[config.mk]
export PLATFORM = sky130hd
export DESIGN_NAME = mult_flat
export DESIGN_NICKNAME = d
export VERILOG_FILES = /design/src/rtl/mult_pkg.sv /design/src/rtl/mult_if.sv /design/src/rtl/mult_booth_step.sv /design/src/rtl/mult.sv /design/src/flat_wrapper.sv
export SDC_FILE = /design/constraint.sdc
export NUM_CORES = 1
export LEC_CHECK = 0
export CAP_MARGIN = 0
export CORE_UTILIZATION = 51
export CTS_CLUSTER_SIZE = 40
export DETAILED_ROUTE_END_ITERATION = 10
export PLACE_DENSITY = 0.81
export SLEW_MARGIN = 20
export SYNTH_ARGS = -nofsm -noshare
export SYNTH_HDL_FRONTEND = slang
export SYNTH_HIERARCHICAL = 1
export SYNTH_SLANG_ARGS = --single-unit
[constraint.sdc]
create_clock -name clk -period 5.5 [get_ports clk]
set_clock_uncertainty 0.2 [all_clocks]
set_input_delay 0.825 -clock clk [delete_from_list [all_inputs] [get_ports clk]]
set_output_delay 0.825 -clock clk [all_outputs]
set_load 0.01 [all_outputs]
[src/rtl/mult_pkg.sv]
// Shared constants and FSM state encoding for the sequential Booth multiplier.
package mult_pkg;

  localparam int WIDTH = 32;
  localparam int ITER  = 32;

  typedef enum logic [1:0] {
    IDLE = 2'd0,
    RUN  = 2'd1,
    DONE = 2'd2
  } state_t;

endpackage

[src/rtl/mult_if.sv]
// Request/result bundle between a requester (master) and the multiplier (slave).
interface mult_if #(parameter int WIDTH = mult_pkg::WIDTH);

  logic             control;
  logic [WIDTH-1:0] A_in;
  logic [WIDTH-1:0] B_in;
  logic             done;
  logic [WIDTH-1:0] Hi;
  logic [WIDTH-1:0] Lo;

  modport master (output control, A_in, B_in, input done, Hi, Lo);
  modport slave  (input control, A_in, B_in, output done, Hi, Lo);

endinterface

[src/rtl/mult_booth_step.sv]
// One radix-2 Booth iteration: conditional add/subtract of M into the upper
// half of P, then an arithmetic shift right by one.
module booth_step #(
  parameter int WIDTH = mult_pkg::WIDTH
) (
  input  logic [2*WIDTH:0] i_p,
  input  logic [WIDTH-1:0] i_m,
  output logic [2*WIDTH:0] o_pNext
);

  logic [WIDTH:0] w_hiExt;
  logic [WIDTH:0] w_mExt;
  logic [WIDTH:0] w_sum;

  // The sum is formed one bit wider so the bit shifted into P[64] is the true
  // sign even when M = -2^31 would overflow a 32-bit add/subtract.
  assign w_hiExt = {i_p[2*WIDTH], i_p[2*WIDTH:WIDTH+1]};
  assign w_mExt  = {i_m[WIDTH-1], i_m};

  always_comb begin
    w_sum = w_hiExt;
    case (i_p[1:0])
      2'b01:   w_sum = w_hiExt + w_mExt;
      2'b10:   w_sum = w_hiExt - w_mExt;
      default: w_sum = w_hiExt;
    endcase
  end

  assign o_pNext = {w_sum, i_p[WIDTH:1]};

endmodule

[src/rtl/mult.sv]
// Sequential 32x32 signed Booth multiplier: one load edge plus ITER run edges,
// result held in DONE until the requester drops control.
module mult
  import mult_pkg::*;
#(
  parameter int WIDTH = mult_pkg::WIDTH,
  parameter int ITER  = mult_pkg::ITER
) (
  input  logic  clk,
  input  logic  reset,
  mult_if.slave bus
);

  localparam logic [5:0] LAST_COUNT = 6'(ITER - 1);

  state_t             r_state;
  state_t             w_stateNext;
  logic [5:0]         r_count;
  logic [WIDTH-1:0]   r_m;
  logic [2*WIDTH:0]   r_p;
  logic [2*WIDTH:0]   w_pNext;
  logic [WIDTH-1:0]   r_hi;
  logic [WIDTH-1:0]   r_lo;
  logic               r_done;
  logic               w_lastIter;

  booth_step #(.WIDTH(WIDTH)) u_step (
    .i_p     (r_p),
    .i_m     (r_m),
    .o_pNext (w_pNext)
  );

  assign w_lastIter = (r_count == LAST_COUNT);

  always_ff @(posedge clk or posedge reset) begin
    if (reset) r_state <= IDLE;
    else       r_state <= w_stateNext;
  end

  always_comb begin
    w_stateNext = r_state;
    case (r_state)
      IDLE:    if (bus.control) w_stateNext = RUN;
      RUN: begin
        if (!bus.control)    w_stateNext = IDLE;
        else if (w_lastIter) w_stateNext = DONE;
      end
      DONE:    if (!bus.control) w_stateNext = IDLE;
      default: w_stateNext = IDLE;
    endcase
  end

  // Hi/Lo are only written on the completion edge, so an abort or reset
  // never exposes a partial product.
  always_ff @(posedge clk or posedge reset) begin
    if (reset) begin
      r_count <= '0;
      r_m     <= '0;
      r_p     <= '0;
      r_hi    <= '0;
      r_lo    <= '0;
      r_done  <= 1'b0;
    end else begin
      case (r_state)
        IDLE: begin
          r_done <= 1'b0;
          if (bus.control) begin
            r_m     <= bus.A_in;
            r_p     <= {{WIDTH{1'b0}}, bus.B_in, 1'b0};
            r_count <= '0;
          end
        end
        RUN: begin
          if (bus.control) begin
            r_p     <= w_pNext;
            r_count <= r_count + 6'd1;
            if (w_lastIter) begin
              r_hi   <= w_pNext[2*WIDTH:WIDTH+1];
              r_lo   <= w_pNext[WIDTH:1];
              r_done <= 1'b1;
            end
          end else begin
            r_done <= 1'b0;
          end
        end
        DONE: if (!bus.control) r_done <= 1'b0;
        default: r_done <= 1'b0;
      endcase
    end
  end

  assign bus.done = r_done;
  assign bus.Hi   = r_hi;
  assign bus.Lo   = r_lo;

endmodule

[src/flat_wrapper.sv]
// flat-port wrapper written by rule: the top's interface ports become plain ports
module mult_flat import mult_pkg::*;
#(
  parameter int WIDTH = mult_pkg::WIDTH,
  parameter int ITER  = mult_pkg::ITER
)
  (clk, reset, bus_control, bus_A_in, bus_B_in, bus_done, bus_Hi, bus_Lo);
  mult_if #(.WIDTH(WIDTH)) bus_i ();
  input  logic clk;
  input  logic reset;
  input wire logic [$bits(bus_i.control)-1:0] bus_control;
  input wire logic [$bits(bus_i.A_in)-1:0] bus_A_in;
  input wire logic [$bits(bus_i.B_in)-1:0] bus_B_in;
  output wire logic [$bits(bus_i.done)-1:0] bus_done;
  output wire logic [$bits(bus_i.Hi)-1:0] bus_Hi;
  output wire logic [$bits(bus_i.Lo)-1:0] bus_Lo;
  assign bus_i.control = bus_control;
  assign bus_i.A_in = bus_A_in;
  assign bus_i.B_in = bus_B_in;
  assign bus_done = bus_i.done;
  assign bus_Hi = bus_i.Hi;
  assign bus_Lo = bus_i.Lo;
  mult #(.WIDTH(WIDTH), .ITER(ITER)) u_core (.clk(clk), .reset(reset), .bus(bus_i));
endmodule
# Word level (Yosys, flattened, before mapping)
# Cells that the tools add are included.
# W data, S select, Z words.
totals:
  ff_bits: 170
  out_inout_bits: 65
  wordCells: 42
op_classes:
  add_sub_neg: 3
  n_eq_ne: 9
  mux: 16
  reduce_logical: 7
ops:
  columns: ["cell", "n"]
  rows:
  - ["$mux W65", 2]
  - ["$pmux W65 S2", 1]
  - ["$pmux W33 S2", 1]
  - ["$add A32 B32 Y33", 1]
  - ["$sub A32 B32 Y33", 1]
  - ["$mux W6", 2]
  - ["$pmux W6 S2", 1]
  - ["$reduce_and A3 Y1", 3]
  - ["$mux W2", 4]
  - ["$add A6 B1 Y6 const B", 1]
  - ["$eq A6 B5 Y1 const B", 1]
  - ["$ne A2 B2 Y1 const B", 3]
  - ["$pmux W2 S3", 1]
  - ["$eq A2 B1 Y1 const B", 2]
  - ["$eq A2 B2 Y1 const B", 2]
  - ["$reduce_and A2 Y1", 2]
  - ["$mux W1", 3]
  - ["$ne A3 B2 Y1 const B", 1]
  - ["$logic_not A2 Y1", 1]
  - ["$pmux W1 S2", 1]
  - ["$reduce_bool A2 Y1", 1]

# Logic depth before layout (Yosys ltp)
logic_depth:
  ltp_word: 4
  mapped_depth: 20

# Hierarchy
# Netlist, hierarchy kept.
modules_own_cells:
  columns: ["module", "n_inst", "cells_per_inst", "area_per_inst_um2", "seq_area_each_um2"]
  rows:
  - ["mult", 1, 536, 6780.3, 4254.1]
  - ["booth_step", 1, 452, 3039.2, 0.0]

# Least setup slack after synthesis
# No wires, ideal clock.
synth_timing:
  path_kind: "reg2reg"
  startpoint: "reg u_core.r_m[4]"
  endpoint: "reg u_core.r_hi[28] (netlist: u_core/bus.Hi[28])"
  setup_ps: 125
  t_arrival_ps: 3530
  t_required_ps: 5175
  setup_slack_ps: 1645
  path_stages_with_launch: 20
  synth_period_minus_slack_ps: 3855
  cell_sequence: "dfrtp_1 nor3_4 and3_1 and3_1 nor3b_2 nand2_1 nor2_1 a21oi_1 xnor2_1 ha_1 a21o_1 or2_1 a21oi_1 nor2_1 o21ai_0 o21ba_1 a31oi_1 xor2_1 o21ai_1 mux2_2"
synth_via:
  elab_chain_len: 2
  elab_cells_between_ends: 3
  classes_between: "add/sub (2); mux (1)"
synth_lines:
  columns: ["item", "line_no", "text"]
  rows:
  - ["start: declaration", "mult.sv:19", "logic [WIDTH-1:0] r_m;"]
  - ["start signal: assignment", "mult.sv:68", "r_m <= bus.A_in;"]
  - ["$sub A32 B32 Y33 or $add A32 B32 Y33 (tied branches)", "mult_booth_step.sv:24, mult_booth_step.sv:23", null]
  - ["$pmux W33 S2 *", "mult_booth_step.sv:22", "case (i_p[1:0])"]
  - ["via u_core.w_pNext[61]", "mult.sv:21", "logic [2*WIDTH:0] w_pNext;"]
  - ["end signal: assignment", "mult.sv:78", "r_hi <= w_pNext[2*WIDTH:WIDTH+1];"]
  - ["end: declaration", "mult.sv:22", "logic [WIDTH-1:0] r_hi;"]
# The timed path passes the listed nets; every way through them passes the cells marked *.
# A chain may end at the register's enable or synchronous reset.

# Final worst setup path
layout_timing:
  startpoint: "reg u_core.r_p[0]"
  endpoint: "reg u_core.r_p[57]"
layout_via:
  elab_chain_len: 4
  elab_cells_between_ends: 5
  classes_between: "eq/ne (2); mux (3)"
layout_lines:
  columns: ["item", "line_no", "text"]
  rows:
  - ["start: declaration", "mult.sv:20", "logic [2*WIDTH:0] r_p;"]
  - ["start signal: assignment", "mult.sv:69", "r_p <= {{WIDTH{1'b0}}, bus.B_in, 1'b0};"]
  - ["start signal: assignment", "mult.sv:75", "r_p <= w_pNext;"]
  - ["$eq A2 B2 Y1 or $eq A2 B1 Y1 (tied branches)", "mult_booth_step.sv:22", null]
  - ["$pmux W33 S2 *", "mult_booth_step.sv:22", null]
  - ["via u_core.w_pNext[57]", "mult.sv:21", null]
  - ["$mux W65 *", "mult.sv:74", "if (bus.control) begin"]
  - ["$pmux W65 S2 *", "mult.sv:64", "case (r_state)"]
# The timed path passes the listed nets; every way through them passes the cells marked *. The select of a mux whose other input is x is not followed.

==> PnR_summary.wiki <==
{| class="wikitable"
! Metric !! Value
|-
| Transition time at the pin with the least slew margin || 1.09 ns
|-
| Commonest non-fill, non-tap cell in the layout || sky130_fd_sc_hd__dfrtp_1
|-
| Setup Slack @ Placement || 1.17 ns
|-
| Clock root buffer master || sky130_fd_sc_hd__clkbuf_16
|-
| Combinational Power Share || 36.6%
|-
| RSZ-0062 raised after global routing || false
|-
| Final estimated routing congestion in global placement || 0.885
|-
| Number of buffers added on ports || 131
|-
| Area delta synth->final || 18.4%
|-
| Minimum period implied by the final worst setup slack || 4.52 ns
|-
| Row count || 50
|-
| Final setup slack of the worst path || 0.975 ns
|-
| Final setup violation count || 0
|-
| Number of non-filler instances in the completed layout || 1309
|-
| Half-perimeter wire length of the detailed placement result || 14600 um
|-
| Peak supply drop || 0.212 mV
|-
| Achievable Freq || 0.221 GHz
|-
| Mean routed wirelength per cell || 16.3 um
|-
| Register area share after synthesis || 43.3%
|-
| Required time of the critical path || 5.61 ns
|-
| Number of buffers between clock root and the deepest sink || 2
|-
| Sinks on Clock Net || 170
|-
| Flip-flop and latch count after synthesis || 170
|-
| Run status || finished clean
|-
| Syn. warnings || 6
|-
| Overall die height || 141 um
|-
| Type of element launching the critical path || register
|-
| Number of different library cells in the post-synthesis netlist || 67
|-
| Largest net degree at the start of global routing || 113
|-
| Net count after synthesis || 1091
|-
| Leakage power of the design || 5.18 nW
|-
| Quantity of gates resized following cts || 0
|-
| Final hold vios || 0
|-
| Mapped cell area || 0.00982 mm2
|-
| Most frequent cells in the layout || 169 x sky130_fd_sc_hd__dfrtp_1, 161 x sky130_fd_sc_hd__nand2_1, 131 x sky130_fd_sc_hd__clkdlybuf4s50_1
|-
| Setup CP Type || reg -> reg
|-
| Switching component of the power || 1.64 mW
|-
| Number of flops mapped to enable cells by yosys || 0
|-
| Tcrit/Tclk final || 82.3%
|-
| Gate Count Post-Synth || 988
|-
| Die area || 0.0198 mm2
|-
| Horizontal extent of the die || 141 um
|-
| Number of DRC violations after detailed-routing iteration 0 || 422
|-
| Number of antenna violations at the first check in global routing || 0
|-
| Total count of max-transition violations in the final report || 0
|-
| Cell internal power dissipation || 2.84 mW
|-
| Vias || 7216
|-
| Most used flip-flop cell after synthesis || sky130_fd_sc_hd__dfrtp_1
|-
| Clock latency on the worst-skew pair || 0.42 ns
|-
| Htree depth || 4
|-
| Average instance area after synthesis || 9.94 um2
|-
| Worst slew margin relative to its limit || 27.1%
|-
| All-layer global routing usage || 22.4%
|-
| Number of global-route vias before repair || 7150
|-
| Proportion of layout cells with a drive suffix above 1 || 14.8%
|-
| Via density per instance || 5.51
|-
| Detailed Routing Iterations Pass 1 || 7
|-
| Sequential share of power || 35.1%
|-
| Total DRC errors in the routed layout || 0
|-
| CTS clock-pin slew for the worst setup and hold paths || 0.07 ns
|-
| Overall power || 4.48 mW
|-
| Buffers inserted during post-CTS setup optimization || 0
|-
| I/O pin total || 132
|-
| Final Net Count || 1165
|-
| Number of antenna cells inserted || 0
|-
| Critical Path AT || 4.64 ns
|-
| Critical-path maximum fanout || 18
|-
| Kind of end point of the critical path || register
|-
| Setup TNS || 0 ns
|-
| Total congestion overflow after global routing || 0
|-
| CTS Hold Bufs || 0
|-
| FFs w/ async S/R, synth || 100%
|-
| Part of the total power dissipated in the clock network || 28.3%
|-
| First-pass GRT wire length || 35400 um
|-
| Cell Pwr Density || 385 mW/mm2
|-
| Starting utilization of the core area || 52.3%
|-
| Detailed-route wire length || 21400 um
|-
| TritonCTS clock tree || yes
|-
| Clock buffer count from CTS || 17
|-
| Max Cap Viol || 0
|-
| Residual antenna-violating net count after detailed routing || 0
|-
| Placed instance count || 1277
|-
| Core Region || 0.0188 mm2
|-
| Worst hold path class || reg -> reg
|-
| Switching share of power || 36.5%
|}
layout make-up:
type	instances	area (um2)
Clock buffer	19	443
Clock inverter	13	179
Fill cell	1537	7140
Inverter	19	75.1
Multi-Input combinational cell	717	5010
Sequential cell	170	4260
Tap cell	234	293
Timing Repair Buffer	137	1370
stage by stage:
step / utilization (%) / hold WS [ns] / area, um2
after floorplan: - / 0.250 / 9820
after global routing: 62.0 / 0.314 / 11600
after CTS: 62.0 / 0.290 / 11600
after global placement: 58.6 / 0.266 / 11000
final: 62.0 / 0.288 / 11600
after detailed placement: 58.6 / 0.274 / 11000
path summary, 6_finish.rpt:
check | start | end | slack [ns] | cells after the start
max | u_core/r_p[0] | u_core/r_p[57] | 0.98 | 16
min | u_core/r_p[33] | u_core/r_p[33] | 0.29 | 2
max reg2reg | u_core/r_p[0] | u_core/r_p[57] | 0.98 | 16
min reg2reg | u_core/r_p[33] | u_core/r_p[33] | 0.29 | 2
max in group asynchronous | reset | u_core/r_p[53] | 3.76 | 3
min in group asynchronous | reset | u_core/r_p[32] | 0.70 | 3
registers in the layout, indices dropped and copies added, names as in the netlist:
register         count
u_core/bus.Hi       32
u_core/bus.Lo       32
u_core/bus.done      1
u_core/r_count       6
u_core/r_m          32
u_core/r_p          65
u_core/r_state       2
Yosys cell counts (8+ instances only):
| cell | n | area (um2) |
|---|---|---|
| sky130_fd_sc_hd__nand3_1 | 10 | 50.1 |
| sky130_fd_sc_hd__ha_1 | 35 | 438 |
| sky130_fd_sc_hd__nor3_1 | 9 | 45.0 |
| sky130_fd_sc_hd__clkbuf_1 | 27 | 101 |
| sky130_fd_sc_hd__buf_2 | 8 | 40.0 |
| sky130_fd_sc_hd__o21ai_0 | 83 | 415 |
| sky130_fd_sc_hd__nor2_1 | 38 | 143 |
| sky130_fd_sc_hd__a21o_1 | 16 | 120 |
| sky130_fd_sc_hd__xor2_1 | 15 | 131 |
| sky130_fd_sc_hd__a31oi_1 | 11 | 68.8 |
| sky130_fd_sc_hd__mux2i_1 | 35 | 350 |
| sky130_fd_sc_hd__nor2b_1 | 8 | 50.1 |
| sky130_fd_sc_hd__mux2_2 | 94 | 1060 |
| sky130_fd_sc_hd__nand2_1 | 161 | 604 |
| sky130_fd_sc_hd__o21ai_1 | 27 | 135 |
| sky130_fd_sc_hd__a21oi_1 | 49 | 245 |
| sky130_fd_sc_hd__xnor2_1 | 44 | 385 |
| sky130_fd_sc_hd__inv_1 | 19 | 71.3 |
| sky130_fd_sc_hd__dfrtp_1 | 170 | 4250 |
| sky130_fd_sc_hd__buf_4 | 37 | 278 |
critical path, cell delays in order, from the launching register on:
cell	delay, ns
sky130_fd_sc_hd__dfrtp_1	0.38
sky130_fd_sc_hd__inv_1	0.06
sky130_fd_sc_hd__ha_1	0.55
sky130_fd_sc_hd__nor2_1	0.14
sky130_fd_sc_hd__xnor2_1	0.15
sky130_fd_sc_hd__ha_1	0.35
sky130_fd_sc_hd__o21ai_1	0.07
sky130_fd_sc_hd__a21oi_1	0.28
sky130_fd_sc_hd__o2111ai_1	0.24
sky130_fd_sc_hd__a21oi_1	0.30
sky130_fd_sc_hd__o21ai_1	0.14
sky130_fd_sc_hd__a211oi_1	0.68
sky130_fd_sc_hd__a21oi_1	0.17
sky130_fd_sc_hd__xor2_1	0.18
sky130_fd_sc_hd__o21ai_1	0.19
sky130_fd_sc_hd__nand2_1	0.09
sky130_fd_sc_hd__o21ai_0	0.26
cell families (layout without fill, tap and decap cells):
group	after synthesis	in the layout	share of synthesized area, %
XOR/XNOR	59	59	5.26
flip-flops	170	170	43.3
AO/OA/AOI/OAI	221	221	13.6
multiplexers	133	133	14.8
adder cells (fa/ha/maj)	36	36	4.66
buffers and inverters	101	188	5.76
AND/OR/NAND/NOR	268	268	12.5
power by group through the flow:
stage	Combinational (mW)	Clock, mW	Sequential (mW)
finish	1.64	1.27	1.57
global route	1.82	1.35	1.60
CTS	1.62	1.30	1.57
detailed placement	1.60	0	1.59
global placement	1.57	0	1.59
floorplan	1.35	0	1.53
layer usage:
metal,up-vias,track usage (%),part of all wire (%)
met3,19,6.08,6.1
met5,-,0,0
met4,0,5.26,1.1
li1,3561,-,-
met1,3456,29.2,46
met2,180,37.1,47
Note: power is estimated with default switching activity, not from simulation.
